--- src/rtl/vga_pkg.sv ---
// Shared VGA raster definitions: coordinate type, strobe bundle, default
// 640x480@60 timing and the board geometry used by the colour generator.
package vga_pkg;

    typedef logic [9:0] coord_t;

    // Sync/blank strobes travel together through the alignment delay line.
    typedef struct packed {
        logic hsync_n;
        logic vsync_n;
        logic blank_n;
    } strobe_t;

    // Idle strobe value: syncs inactive, output blanked.
    localparam strobe_t STROBE_IDLE = '{hsync_n: 1'b1, vsync_n: 1'b1, blank_n: 1'b0};

    // Default 640x480@60 Hz timing (pixels / lines).
    localparam int unsigned DEF_H_ACTIVE = 640;
    localparam int unsigned DEF_H_FP     = 16;
    localparam int unsigned DEF_H_SYNC   = 96;
    localparam int unsigned DEF_H_BP     = 48;
    localparam int unsigned DEF_V_ACTIVE = 480;
    localparam int unsigned DEF_V_FP     = 10;
    localparam int unsigned DEF_V_SYNC   = 2;
    localparam int unsigned DEF_V_BP     = 33;
    localparam int unsigned DEF_CLK_DIV  = 2;
    localparam int unsigned DEF_PIPE_DLY = 1;

    // Minesweeper board geometry, shared with the pixel-colour generator.
    localparam int unsigned BOARD_LEFT_MARGIN = 80;
    localparam int unsigned CELL_PITCH        = 61;

    function automatic int unsigned h_total(input int unsigned active, input int unsigned fp,
                                            input int unsigned sync, input int unsigned bp);
        return active + fp + sync + bp;
    endfunction

    function automatic int unsigned v_total(input int unsigned active, input int unsigned fp,
                                            input int unsigned sync, input int unsigned bp);
        return active + fp + sync + bp;
    endfunction

endpackage

--- src/rtl/pixel_en_div.sv ---
// Divides the system clock down to the pixel rate: a one-clk pix_en strobe
// and a 50%-duty vga_clk for the DAC, both registered.
module pixel_en_div #(
    parameter int unsigned CLK_DIV = 2
) (
    input  logic clk,
    input  logic rst_n,
    output logic pix_en_o,
    output logic vga_clk_o
);

    localparam int unsigned DIV_W = $clog2(CLK_DIV);
    typedef logic [DIV_W-1:0] div_t;

    localparam div_t DIV_LAST = div_t'(CLK_DIV - 1);
    localparam div_t DIV_HALF = div_t'(CLK_DIV / 2);

    div_t div_q;
    div_t div_d;
    logic pix_en_q;
    logic vga_clk_q;

    // Next divider phase, wrapping at CLK_DIV-1.
    always_comb begin
        div_d = div_q + div_t'(1);
        if (div_q == DIV_LAST) begin
            div_d = '0;
        end
    end

    // Outputs are decoded from the next phase so they track div_q exactly.
    always_ff @(posedge clk or negedge rst_n) begin
        if (!rst_n) begin
            div_q     <= '0;
            pix_en_q  <= 1'b0;
            vga_clk_q <= 1'b0;
        end else begin
            div_q     <= div_d;
            pix_en_q  <= (div_d == DIV_LAST);
            vga_clk_q <= (div_d >= DIV_HALF);
        end
    end

    assign pix_en_o  = pix_en_q;
    assign vga_clk_o = vga_clk_q;

endmodule

--- src/rtl/vga_timing_gen.sv ---
// VGA raster timing: pixel counters, sync/blank decode aligned to the
// colour generator's registered RGB, and a per-frame tick and counter.
module vga_timing_gen
    import vga_pkg::*;
#(
    parameter int unsigned H_ACTIVE = DEF_H_ACTIVE,
    parameter int unsigned H_FP     = DEF_H_FP,
    parameter int unsigned H_SYNC   = DEF_H_SYNC,
    parameter int unsigned H_BP     = DEF_H_BP,
    parameter int unsigned V_ACTIVE = DEF_V_ACTIVE,
    parameter int unsigned V_FP     = DEF_V_FP,
    parameter int unsigned V_SYNC   = DEF_V_SYNC,
    parameter int unsigned V_BP     = DEF_V_BP,
    parameter int unsigned CLK_DIV  = DEF_CLK_DIV,
    parameter int unsigned PIPE_DLY = DEF_PIPE_DLY
) (
    input  logic       clk,
    input  logic       rst_n,
    output logic       pix_en,
    output logic       vga_clk,
    output logic [9:0] x,
    output logic [9:0] y,
    output logic       hsync,
    output logic       vsync,
    output logic       blank_n,
    output logic       sync_n,
    output logic       frame_tick,
    output logic [7:0] frame_cnt
);

    localparam int unsigned H_TOTAL = h_total(H_ACTIVE, H_FP, H_SYNC, H_BP);
    localparam int unsigned V_TOTAL = v_total(V_ACTIVE, V_FP, V_SYNC, V_BP);

    localparam coord_t H_LAST   = coord_t'(H_TOTAL - 1);
    localparam coord_t V_LAST   = coord_t'(V_TOTAL - 1);
    localparam coord_t H_VIS    = coord_t'(H_ACTIVE);
    localparam coord_t V_VIS    = coord_t'(V_ACTIVE);
    localparam coord_t HS_START = coord_t'(H_ACTIVE + H_FP);
    localparam coord_t HS_END   = coord_t'(H_ACTIVE + H_FP + H_SYNC);
    localparam coord_t VS_START = coord_t'(V_ACTIVE + V_FP);
    localparam coord_t VS_END   = coord_t'(V_ACTIVE + V_FP + V_SYNC);

    logic    pix_en_w;
    logic    vga_clk_w;
    coord_t  x_q;
    coord_t  x_d;
    coord_t  y_q;
    coord_t  y_d;
    strobe_t raw_d;
    logic    frame_start;
    logic    frame_tick_q;
    logic [7:0] frame_cnt_q;

    // Stage 0 holds the strobes for the current counter value; each further
    // stage adds one pixel of delay.
    strobe_t dly_q [0:PIPE_DLY];

    pixel_en_div #(
        .CLK_DIV (CLK_DIV)
    ) u_pixel_en_div (
        .clk       (clk),
        .rst_n     (rst_n),
        .pix_en_o  (pix_en_w),
        .vga_clk_o (vga_clk_w)
    );

    // Next raster position: x wraps at end of line, y steps only on that wrap.
    always_comb begin
        x_d = x_q;
        y_d = y_q;
        if (pix_en_w) begin
            if (x_q == H_LAST) begin
                x_d = '0;
                if (y_q == V_LAST) begin
                    y_d = '0;
                end else begin
                    y_d = y_q + coord_t'(1);
                end
            end else begin
                x_d = x_q + coord_t'(1);
            end
        end
    end

    // Raw strobes decoded from the position the counters are about to take,
    // so stage 0 lines up with x/y and PIPE_DLY=0 still gives a registered output.
    always_comb begin
        raw_d         = STROBE_IDLE;
        raw_d.hsync_n = !((x_d >= HS_START) && (x_d < HS_END));
        raw_d.vsync_n = !((y_d >= VS_START) && (y_d < VS_END));
        raw_d.blank_n = (x_d < H_VIS) && (y_d < V_VIS);
    end

    assign frame_start = pix_en_w && (x_d == '0) && (y_d == V_VIS);

    // Raster counters.
    always_ff @(posedge clk or negedge rst_n) begin
        if (!rst_n) begin
            x_q <= '0;
            y_q <= '0;
        end else begin
            x_q <= x_d;
            y_q <= y_d;
        end
    end

    // Strobe delay line; every stage resets idle so no partial sync pulse
    // can leak out after a mid-frame reset.
    always_ff @(posedge clk or negedge rst_n) begin
        if (!rst_n) begin
            for (int i = 0; i <= int'(PIPE_DLY); i++) begin
                dly_q[i] <= STROBE_IDLE;
            end
        end else if (pix_en_w) begin
            dly_q[0] <= raw_d;
            for (int i = 1; i <= int'(PIPE_DLY); i++) begin
                dly_q[i] <= dly_q[i-1];
            end
        end
    end

    // Frame tick and counter, both updated on the edge entering vertical blanking.
    always_ff @(posedge clk or negedge rst_n) begin
        if (!rst_n) begin
            frame_tick_q <= 1'b0;
            frame_cnt_q  <= '0;
        end else begin
            frame_tick_q <= frame_start;
            if (frame_start) begin
                frame_cnt_q <= frame_cnt_q + 8'd1;
            end
        end
    end

    assign pix_en     = pix_en_w;
    assign vga_clk    = vga_clk_w;
    assign x          = x_q;
    assign y          = y_q;
    assign hsync      = dly_q[PIPE_DLY].hsync_n;
    assign vsync      = dly_q[PIPE_DLY].vsync_n;
    assign blank_n    = dly_q[PIPE_DLY].blank_n;
    assign sync_n     = 1'b0;
    assign frame_tick = frame_tick_q;
    assign frame_cnt  = frame_cnt_q;

endmodule

--- config.mk ---
export PLATFORM = sky130hd
export DESIGN_NAME = vga_timing_gen
export DESIGN_NICKNAME = d
export VERILOG_FILES = /design/src/rtl/vga_pkg.sv /design/src/rtl/pixel_en_div.sv /design/src/rtl/vga_timing_gen.sv
export SDC_FILE = /design/constraint.sdc
export NUM_CORES = 1
export LEC_CHECK = 0
export ABC_AREA = 1
export ABC_CLOCK_PERIOD_IN_PS = 2060
export CAP_MARGIN = 20
export CELL_PAD_IN_SITES_DETAIL_PLACEMENT = 0
export CELL_PAD_IN_SITES_GLOBAL_PLACEMENT = 1
export CORE_UTILIZATION = 36
export DETAILED_ROUTE_END_ITERATION = 10
export GPL_TIMING_DRIVEN = 1
export PLACE_DENSITY_LB_ADDON = 0.15
export RECOVER_POWER = 25
export SETUP_SLACK_MARGIN = 0.05
export SKIP_CTS_REPAIR_TIMING = 1
export SLEW_MARGIN = 5
export SYNTH_ARGS = -nofsm -noshare
export SYNTH_HDL_FRONTEND = slang
export SYNTH_HIERARCHICAL = 1
export SYNTH_SLANG_ARGS = --single-unit
--- constraint.sdc ---
create_clock -name clk -period 2.06 [get_ports clk]
set_input_delay 0.618 -clock clk [delete_from_list [all_inputs] [get_ports clk]]
set_output_delay 0.618 -clock clk [all_outputs]
set_load 0.1 [all_outputs]
# Word-level counts from Yosys, hierarchy flattened
# Cells that the tools add are included.
# word_totals
in_bits	2
wordCells	40
reg_bits	37
# op_classes
reduce_logical	8
muxes	6
order_cmp	7
eq_ne	3
n_addsub	4
# op_table
cell	count
$mux W10	5
$add A10 B1 Y10 const B	2
$eq A10 B10 Y1 const B	2
$lt A10 B10 Y1 const B	2
$lt A10 B9 Y1 const B	2
$eq A10 B9 Y1 const B	1
$ge A10 B10 Y1 const B	1
$ge A10 B9 Y1 const B	1
$logic_not A10 Y1	1
$add A8 B1 Y8 const B	1
$logic_and A1 B1 Y1	5
$logic_not A1 Y1	2
$add A1 B1 Y1 const B	1
$ge A1 B1 Y1 const B	1
$mux W1	1

# Depth between registers and ports, before layout
# depth
word_depth	7
ltp_mapped	15
ltp_nobuf	15

# By module
# The synthesis kept the hierarchy.
# by_module_without_submodules
module	n_inst	area_per_inst_um2	cells_per_inst	seq_area_each_um2
vga_timing_gen	1	2277.2	292	880.8
pixel_en_div	1	36.3	3	25.0

# Least setup slack after synthesis
# No wires, ideal clock.
# synth_path
kind	register to register
start	register x_q[0], in the netlist x[0]
end	register frame_cnt_q[4], in the netlist frame_cnt[4]
arrival_ps	2712
period_less_slack_ps	2834
setup_time_ps	123
n_path_buf	0
t_required_ps	1937
setup_slack_ps	-774
path_stages_with_launch	15
cell_sequence	dfrtp_1 ha_1 nand2_2 nor2_8 nand3_4 nor2_4 nand2_1 nand2_1 inv_2 nor2_4 nand3_4 nor2_8 nand3_4 nand2_1 nand2_1
# synth_rtl
element	line_no	text
from (decl)	vga_timing_gen.sv:45	coord_t x_q;
from (signal assigned)	vga_timing_gen.sv:99	x_q <= '0;
from (signal assigned)	vga_timing_gen.sv:102	x_q <= x_d;
$eq A10 B10 Y1	vga_timing_gen.sv:72	if (x_q == H_LAST) begin
$mux W10	vga_timing_gen.sv:72	
$mux W10	vga_timing_gen.sv:71	if (pix_en_w) begin
named net y_d[7]	vga_timing_gen.sv:48	coord_t y_d;
$eq A10 B9 Y1	vga_timing_gen.sv:94	assign frame_start = pix_en_w && (x_d == '0) && (y_d == V_VIS);
$logic_and A1 B1 Y1	vga_timing_gen.sv:94	
to (signal assigned)	vga_timing_gen.sv:130	frame_cnt_q <= frame_cnt_q + 8'd1;
to (decl)	vga_timing_gen.sv:52	logic [7:0] frame_cnt_q;
# The timed path passes the listed nets, and every way through them passes these cells.
# A chain may end at the register's enable or synchronous reset.

# Worst setup path after layout
# layout_path
start	register x_q[1], in the netlist x[1]
end	register frame_cnt_q[6], in the netlist frame_cnt[6]
# Same word-level chain as after synthesis.

==> results.sh <==
export IMPL_grtUsageTotal=0.188
export IMPL_cp_arrival_ps=2280
export IMPL_startpoint_type="register"
export IMPL_clock_sinks=36
export IMPL_cap_violations=0
export IMPL_grt_max_degree=37
export IMPL_wirelength_um=5730
export IMPL_cpMostUsedCell="nor2_8"
export IMPL_place_worst_setup_slack_ps=-51.3
export IMPL_die_w_um=82.2
export IMPL_leakage_nw=1.79
export IMPL_cts_buffer_depth=2
export IMPL_syn2layout_area_growth_pct=53.1
export IMPL_p_per_area_nw_per_um2=356
export IMPL_critPathBufInv=1
export IMPL_initial_core_util=0.382
export IMPL_die_h_um=82.2
export IMPL_clock_latency_ps=290
export IMPL_ys_warn_count=6
export IMPL_wire_per_inst_um=12.9
export IMPL_dp_hpwl_um=4320
export IMPL_relSlewSlack=0.385
export IMPL_antenna_found_initial=0
export IMPL_violations="negative setup slack"
export IMPL_fin_crit_sh=1.02
export IMPL_hold_viol_final=0
export IMPL_grt_overflow=0
export IMPL_antennaDiodeCount=0
export IMPL_cp_max_fo=8
export IMPL_synthCells=295
export IMPL_clock_root_buffer="clkbuf_8"
export IMPL_cp_end_kind="register"
export IMPL_dieArea_um2=6750
export IMPL_finClkSkew_ps=5.76
export IMPL_grt_pass1_wl_um=9340
export IMPL_grt_pass1_vias=1922
export IMPL_path_cells="ha_4 -> nand2_4 -> nor2_8 -> inv_4 -> nor2_8 -> nand2_4 -> a21boi_2 -> nor2_4 -> nand2_2 -> nor2_8 -> nand3_4 -> nand2_1 -> nand2_1"
export IMPL_synth_cell_area_um2=2310
export IMPL_htreeDepth=2
export IMPL_slowest_stage="dfrtp_4"
export IMPL_finalNetCount=373
export IMPL_synth_cell_types=34
export IMPL_path_class="register to register"
export IMPL_num_vias=2111
export IMPL_ys_seq_area_frac=0.392
export IMPL_final_layout_size_suffix_gt1_frac=0.424
export IMPL_gp_congestion=0.801
export IMPL_fmax_ghz=0.477
export IMPL_drc=0
export IMPL_cp_top_family="simple AND/OR/NAND/NOR gates"
export IMPL_ant_nets=0
export IMPL_hold_path_class="register to register"
export IMPL_cp_slowest_stage_delay_ps=430
export IMPL_min_period_ps=2100
export IMPL_post_route_util=0.584
export IMPL_tightest_slew_ps=923
export IMPL_ir_drop_v=0.000240
export IMPL_rows=28
export IMPL_path_clk_slew_ps=70
export IMPL_outcome="finished with violations"
export IMPL_finalSetupViolCount=8
export IMPL_first_iter_violations=69
export IMPL_avgSynthCellArea_um2=7.84
export IMPL_rsz0062_at_grt="yes"
export IMPL_synth_nets=301
export IMPL_viasPerCell=4.77
export IMPL_ys_ff_latch=36
export IMPL_io_pins=37
export IMPL_tritoncts="yes"
export IMPL_portBuffers=35
export IMPL_slew_viol_final=0
export IMPL_fin_ws_ps=-35.5
export IMPL_cts_buffers=5
export IMPL_first_pass_iters=4
export IMPL_critPathRequiredTime_ps=2250
export IMPL_coreArea_um2=6060
-- synthesized netlist by cell type (all sizes together) --
library cell / instances / area share
nand2: 85 / 0.15
dfstp: 4 / 0.045
a21o: 1 / 0.0032
or2: 2 / 0.0054
ha: 4 / 0.022
nor3b: 1 / 0.0032
xnor2: 3 / 0.011
o21ai: 8 / 0.017
inv: 51 / 0.083
a21boi: 1 / 0.0049
clkbuf: 1 / 0.0016
nor3: 2 / 0.0092
nor4: 1 / 0.0027
nand3: 32 / 0.095
conb: 1 / 0.0016
nand4: 16 / 0.046
nor2: 40 / 0.11
nand3b: 1 / 0.0049
buf: 3 / 0.011
a41oi: 1 / 0.0038
xor2: 5 / 0.019
dfrtp: 32 / 0.35
-- logic make-up after synthesis --
group / after synthesis / synth area share
adder cells (fa/ha/maj): 4 / 0.0216
buffers and inverters: 55 / 0.0957
AND/OR/NAND/NOR: 180 / 0.430
other: 1 / 0.00162
AO/OA/AOI/OAI: 11 / 0.0292
flip-flops: 36 / 0.392
XOR/XNOR: 8 / 0.0303
-- final timing paths --
check / startpoint / cells past startpoint / to / slack, ps
setup / recovery: x[1] / 13 / frame_cnt[6] / -40
hold / removal: dly_q[5] / 2 / hsync / 470
setup reg to reg: x[1] / 13 / frame_cnt[6] / -40
hold reg to reg: dly_q[5] / 2 / hsync / 470
max in group asynchronous: rst_n / 2 / x[9] / 840
min in group asynchronous: rst_n / 2 / y[5] / 530
-- layer usage --
metal / up-vias / global-route usage / share of wire
met5: - / 0 / 0
met4: 0 / 0.0632 / 0.013
met3: 7 / 0.0330 / 0.024
met2: 32 / 0.300 / 0.49
met1: 1004 / 0.258 / 0.48
li1: 1068 / - / -
-- state kept, by name, summed over array words and instances (netlist names) --
| signal | cells |
|---|---|
| dly_q | 3 |
| frame_tick | 1 |
| u_pixel_en_div/pix_en_o | 1 |
| x | 10 |
| y | 10 |
| hsync | 1 |
| frame_cnt | 8 |
| vsync | 1 |
| blank_n | 1 |
-- power breakdown --
group          total (mW)  internal [mW]  leakage, nW  switching [mW]
combinational      0.0231        0.00125         1.31          0.0218
clock               0.530          0.272       0.0445           0.259
sequential          0.706          0.706        0.435               0
total                1.26          0.979         1.79           0.280
-- per-stage QoR --
stage | cell area, um2 | cells | TNS, ps | power (mW) | hold WS, ps
after floorplan | 2380 | 295 | -1350 | 0.730 | 322
after global placement | 3320 | 425 | -223 | 0.749 | 461
after detailed placement | 3320 | 425 | -356 | 0.749 | 462
after CTS | 3420 | 433 | -508 | 1.29 | 276
after global routing | 3540 | 443 | -1190 | 1.31 | 505
final | 3540 | 443 | -212 | 1.26 | 470
-- cell usage in the layout, fill, tap and decap left out, drive strengths merged, types with 2 or more instances in the layout --
cell type	instances
dfstp	4
inv	51
or2	2
clkbuf	8
dfrtp	32
xor2	5
nand2	85
buf	67
ha	4
nor3	2
xnor2	3
nand3	33
o21ai	8
nor2	40
nand4	16
-- worst reg2reg max path, stage by stage (launching register included) --
cell      delay (ps)
dfrtp_4          430
ha_4             150
nand2_4           60
nor2_8           190
inv_4             70
nor2_8           170
nand2_4          100
a21boi_2         190
nor2_4           110
nand2_2          100
nor2_8           150
nand3_4          130
nand2_1           90
nand2_1           50
-- cell type report --
cell class              count  area, um2
clock buffers               7       86.3
flip-flops and latches     36        951
repair buffers             68        938
multi-input cells         205       1270
well taps                  75       93.8
inverters                  51        194
clock inverters             1       7.51
fillers                   562       2520
No activity file was read; power rests on OpenSTA's default activity.
==> RTL change 1, RTL diff (same settings) <==
The package constant `DEF_CLK_DIV` goes from 2 to 1.
--- a/src/rtl/vga_pkg.sv
+++ b/src/rtl/vga_pkg.sv
@@ -23,7 +23,7 @@
     localparam int unsigned DEF_V_FP     = 10;
     localparam int unsigned DEF_V_SYNC   = 2;
     localparam int unsigned DEF_V_BP     = 33;
-    localparam int unsigned DEF_CLK_DIV  = 2;
+    localparam int unsigned DEF_CLK_DIV  = 1;
     localparam int unsigned DEF_PIPE_DLY = 1;
 
     // Minesweeper board geometry, shared with the pixel-colour generator.
Check against the original RTL: not equivalent (a bounded check fails within 4 cycles, from zero or initial values and one cycle with rst_n low).
==> RTL change 1 against the unedited design <==
  * The run still ends with negative setup slack left
  * Worst setup slack improved by 15 ps
  * Sequential cell count increased by 3
  * Routed wire length increased by 3.5%
  * Final cell count increased by 3.4%
  * Area after synthesis increased by 3.8%
  * Cell area increased by 4.9%
  * Highest routed layer unchanged
  * Die area increased by 3.7%
  * Total power increased by 7.3%
  * Maximum frequency increased by 0.74%
  * Via count increased by 0.47%
==> RTL change 1: results (changes against the unedited design) <==
Timing
  – Worst-margin pin slew: 954 ps (was 923 ps)
  – Final setup violation count: 8 (unchanged)
  – Final setup margin: -20.0 ps (was -35.5 ps)
  – Hold_ws: 431 ps (was 470 ps)
  – Total Neg Setup Slack: -119 ps (was -212 ps)

Synthesis
  – Adder-cell share of the synthesized area: 2.61% (was 2.16%)
  – Synth Net Count: 307 (was 301)
  – Top post-synthesis cells by count: nand2_1 (77), inv_1 (47), dfrtp_1 (35) (was nand2_1 (77), inv_1 (46), dfrtp_1 (32))
  – Post-Synth XOR/XNOR Area: 2.92% (was 3.03%)
  – Top post-synthesis cells by area: dfrtp_1 (36%), nand2_1 (12%), inv_1 (7.3%) (was dfrtp_1 (35%), nand2_1 (12%), inv_1 (7.5%))
  – Compound-Gate Fraction of Synth Area: 2.81% (was 2.92%)
  – Register area share after synthesis: 40.9% (was 39.2%)

Placed design
  – Routability cong.: 0.913 (was 0.801)
  – DP Wirelength: 4.60 mm (was 4.32 mm)
  – Dpl cell area: 3480 um2 (was 3320 um2)
  – Dpl cells: 442 (was 425)
  – Place WS: -72.6 ps (was -51.3 ps)

Power
  – Switching Share: 25.1% (was 22.3%)
  – Power in combinational cells: 36.7 uW (was 23.1 uW)
  – VDD IR max: 296 uV (was 240 uV)
  – Sequential Power Share: 56.7% (was 56.1%)
  – Leakage: 0.00191 uW (was 0.00179 uW)

Outcome
  – Failing checks: negative setup slack (unchanged)
  – Outcome: complete, but fails checks (unchanged)

Global routing
  – Vias in the first global route: 2,036 (was 1,922)
  – First-pass GRT wire length: 9.93 mm (was 9.34 mm)
  – Largest net degree at the start of global routing: 19 (was 37)
  – GR Util All Layers: 17.7% (was 18.8%)

Finish
  – Final cell count without fillers: 458 (was 443)

Drt
  – Vias/cell: 4.63 (was 4.77)
  – First DRT Iteration DRCs: 87 (was 69)
  – Aggregate routed wire length: 5.93 mm (was 5.73 mm)

Min path
  – Worst hold path class: primary input to async pin (was register to register)

Clocking
  – Clk slew on worst S/H paths: 90 ps (was 70 ps)

Critical path
  – R2R Path End: frame_cnt[5] (was frame_cnt[6])
[RTL change 1: worst max path at each step]
stage | endpoint | slack [ps] | cells past startpoint
CTS | frame_cnt[7] | -100 | 14
detailed placement | frame_cnt[7] | -70 | 14
global route | frame_cnt[3] | -160 | 14
floorplan | frame_cnt[4] | -170 | 12
finish | frame_cnt[5] | -20 | 13
global placement | frame_cnt[5] | -40 | 14
[RTL change 1: layout make-up]
type / instances / area (um2) / share of cell area (%)
tap: 77 / 96.3 / 2.59
clock buffer: 5 / 68.8 / 1.85
timing repair buffer: 75 / 993 / 26.7
sequential: 39 / 1030 / 27.6
multi-input combinational: 207 / 1310 / 35.2
inverter: 52 / 198 / 5.32
clock inverter: 3 / 25.0 / 0.674
[RTL change 1: metal layers]
layer	wire (um)	up-vias	GRT usage, %
met4	54	0	4.01
met5	0	-	0
met3	158	5	2.77
met2	2720	28	27.6
met1	3000	986	25.7
li1	-	1102	-
==> RTL change 2, RTL diff (same flow settings) <==
Made on the original files. The output `frame_tick` loses its register stage (`frame_tick_q` becomes a continuous assignment).
--- a/src/rtl/vga_timing_gen.sv
+++ b/src/rtl/vga_timing_gen.sv
@@ -122,15 +122,15 @@
     // Frame tick and counter, both updated on the edge entering vertical blanking.
     always_ff @(posedge clk or negedge rst_n) begin
         if (!rst_n) begin
-            frame_tick_q <= 1'b0;
             frame_cnt_q  <= '0;
         end else begin
-            frame_tick_q <= frame_start;
             if (frame_start) begin
                 frame_cnt_q <= frame_cnt_q + 8'd1;
             end
         end
     end
+
+    assign frame_tick_q = frame_start;
 
     assign pix_en     = pix_en_w;
     assign vga_clk    = vga_clk_w;
Check against the original RTL: same outputs for any inputs over 10 cycles, from zero or initial values and one cycle with rst_n low; that may be too few to reach the edited logic, so the function may still have changed.
==> RTL change 2 against the unedited design <==
  * The run still ends with negative setup slack left
  * Cell area up 10%
  * Routed wire length up 12%
  * Total power down 4.9%
  * Die area down 1.1%
  * Area after synthesis down 1.1%
  * Worst setup slack worse by 910 ps
  * First-iteration DRC count up 49%
  * Sequential cell count down 1
  * Critical path type is now register to output pin
  * Largest power group unchanged
==> RTL change 2: results (changes against the unedited design) <==
Outcome
  – Outcome: complete, but fails checks (unchanged)
  – Failing checks: negative setup slack (unchanged)

Power
  – VDD IR max: 450 uV (was 240 uV)
  – Leakage: 0.00201 uW (was 0.00179 uW)

Timing
  – Final setup margin: -942 ps (was -35.5 ps)
  – Total Neg Setup Slack: -2100 ps (was -212 ps)
  – Final setup violation count: 9 (was 8)
  – Clk_skew: 7.11 ps (was 5.76 ps)
  – Worst-margin pin slew: 852 ps (was 923 ps)

Synthesis
  – Synth Net Count: 300 (was 301)
  – Top post-synthesis cells by count: nand2_1 (77), inv_1 (46), dfrtp_1 (31) (was nand2_1 (77), inv_1 (46), dfrtp_1 (32))
  – Top post-synthesis cells by area: dfrtp_1 (34%), nand2_1 (13%), inv_1 (7.5%) (was dfrtp_1 (35%), nand2_1 (12%), inv_1 (7.5%))
  – Distinct cell type count after synthesis: 34 (unchanged)
  – Register area share after synthesis: 38.5% (was 39.2%)
  – Adder-cell share of the synthesized area: 2.19% (was 2.16%)
  – Compound-Gate Fraction of Synth Area: 2.95% (was 2.92%)
  – Post-Synth XOR/XNOR Area: 3.06% (was 3.03%)

Global routing
  – Vias in the first global route: 2,126 (was 1,922)
  – Largest net degree at the start of global routing: 22 (was 37)
  – GR Util All Layers: 20.8% (was 18.8%)
  – First-pass GRT wire length: 10.3 mm (was 9.34 mm)

Placed design
  – Dpl cell area: 3670 um2 (was 3320 um2)
  – Routability cong.: 0.899 (was 0.801)
  – Place WS: -657 ps (was -51.3 ps)
  – DP Wirelength: 5.03 mm (was 4.32 mm)

Critical path
  – Crit Path Max Fanout: 7 (was 8)
  – Crit path arrival time: 2380 ps (was 2280 ps)
  – Worst reg-to-reg path cell count: 15 (was 13)
  – R2R Path End: frame_cnt[3] (was frame_cnt[6])
  – Worst R2R Setup Slack: -160 ps (was -40 ps)

Clocking
  – H-tree depth: 2 (unchanged)

Drt
  – WL per Instance: 13.3 um (was 12.9 um)
  – Vias post-DR: 2,265 (was 2,111)
  – First DRT Iteration DRCs: 103 (was 69)

Finish
  – Nets: 414 (was 373)
  – Fill count: 531 (was 562)
  – Fraction of layout cells with a size suffix above 1: 49.9% (was 42.4%)

Min path
  – Worst hold path class: primary input to async pin (was register to register)

Job
  – Max Cap Viol: 0 (unchanged)
-- RTL change 2: changes by cell type in the layout (fill, tap and decap cells not counted), sizes merged --
cell	delta
clkinvlp	-1
buf	+41
dfrtp	-1
clkbuf	+1
clkinv	+1
-- RTL change 2: power breakdown --
group | switching, uW | internal, uW | leakage, uW | total [uW]
Clock | 251 | 238 | 0.0000422 | 489
Sequential | 0 | 687 | 0.000422 | 687
Combinational | 21.9 | 0.998 | 0.00155 | 22.9
-- RTL change 2: stage by stage --
| stage | std cells | hold slack [ps] |
|---|---|---|
| finish | 484 | 415 |
| global route | 484 | 479 |
| CTS | 479 | 251 |
| detailed placement | 471 | 458 |
| global placement | 471 | 462 |
| floorplan | 294 | 322 |
-- RTL change 2: worst max path at each step --
stage	start	end	slack, ps	cells past startpoint
6_report	x[1]	frame_tick	-940	12
5_1_grt	x[1]	frame_tick	-1040	12
4_1_cts	x[1]	frame_tick	-980	12
3_5_place_dp	x[1]	frame_tick	-660	12
3_3_place_gp	x[1]	frame_tick	-630	12
2_1_floorplan	x[0]	frame_tick	-1400	11
-- RTL change 2: cells by family after synthesis --
| family | Yosys count |
|---|---|
| other cells | 1 |
| flops | 35 |
| buf+inv | 55 |
| compound gates | 11 |
| xor+xnor | 8 |
| fa+ha+maj | 4 |
| simple gates | 180 |
-- RTL change 2: per-layer routing --
layer | GRT usage, % | wire, um | part of all wire (%)
met3 | 3.00 | 194 | 3.0
met4 | 5.26 | 61 | 0.95
met2 | 32.1 | 3070 | 48
met5 | 0 | 0 | 0
met1 | 30.2 | 3100 | 48
-- RTL change 2: cell type report --
class,count,area (um2),area share (%)
clock buffers,7,76.3,1.96
clock inverters,1,5.00,0.128
well taps,75,93.8,2.41
flip-flops and latches,35,921,23.6
inverters,51,191,4.91
multi-input cells,205,1330,34.1
repair buffers,110,1280,32.8
-- RTL change 2: critical path: stages, from the launching register on --
cell	delay [ps]
dfrtp_4	430
ha_4	160
nand2_4	70
nor2_8	160
nand3_4	150
nor2_4	150
nand2_1	60
nand2_1	80
inv_2	40
nor2_4	120
nand3_4	110
nor4_4	360
buf_12	220
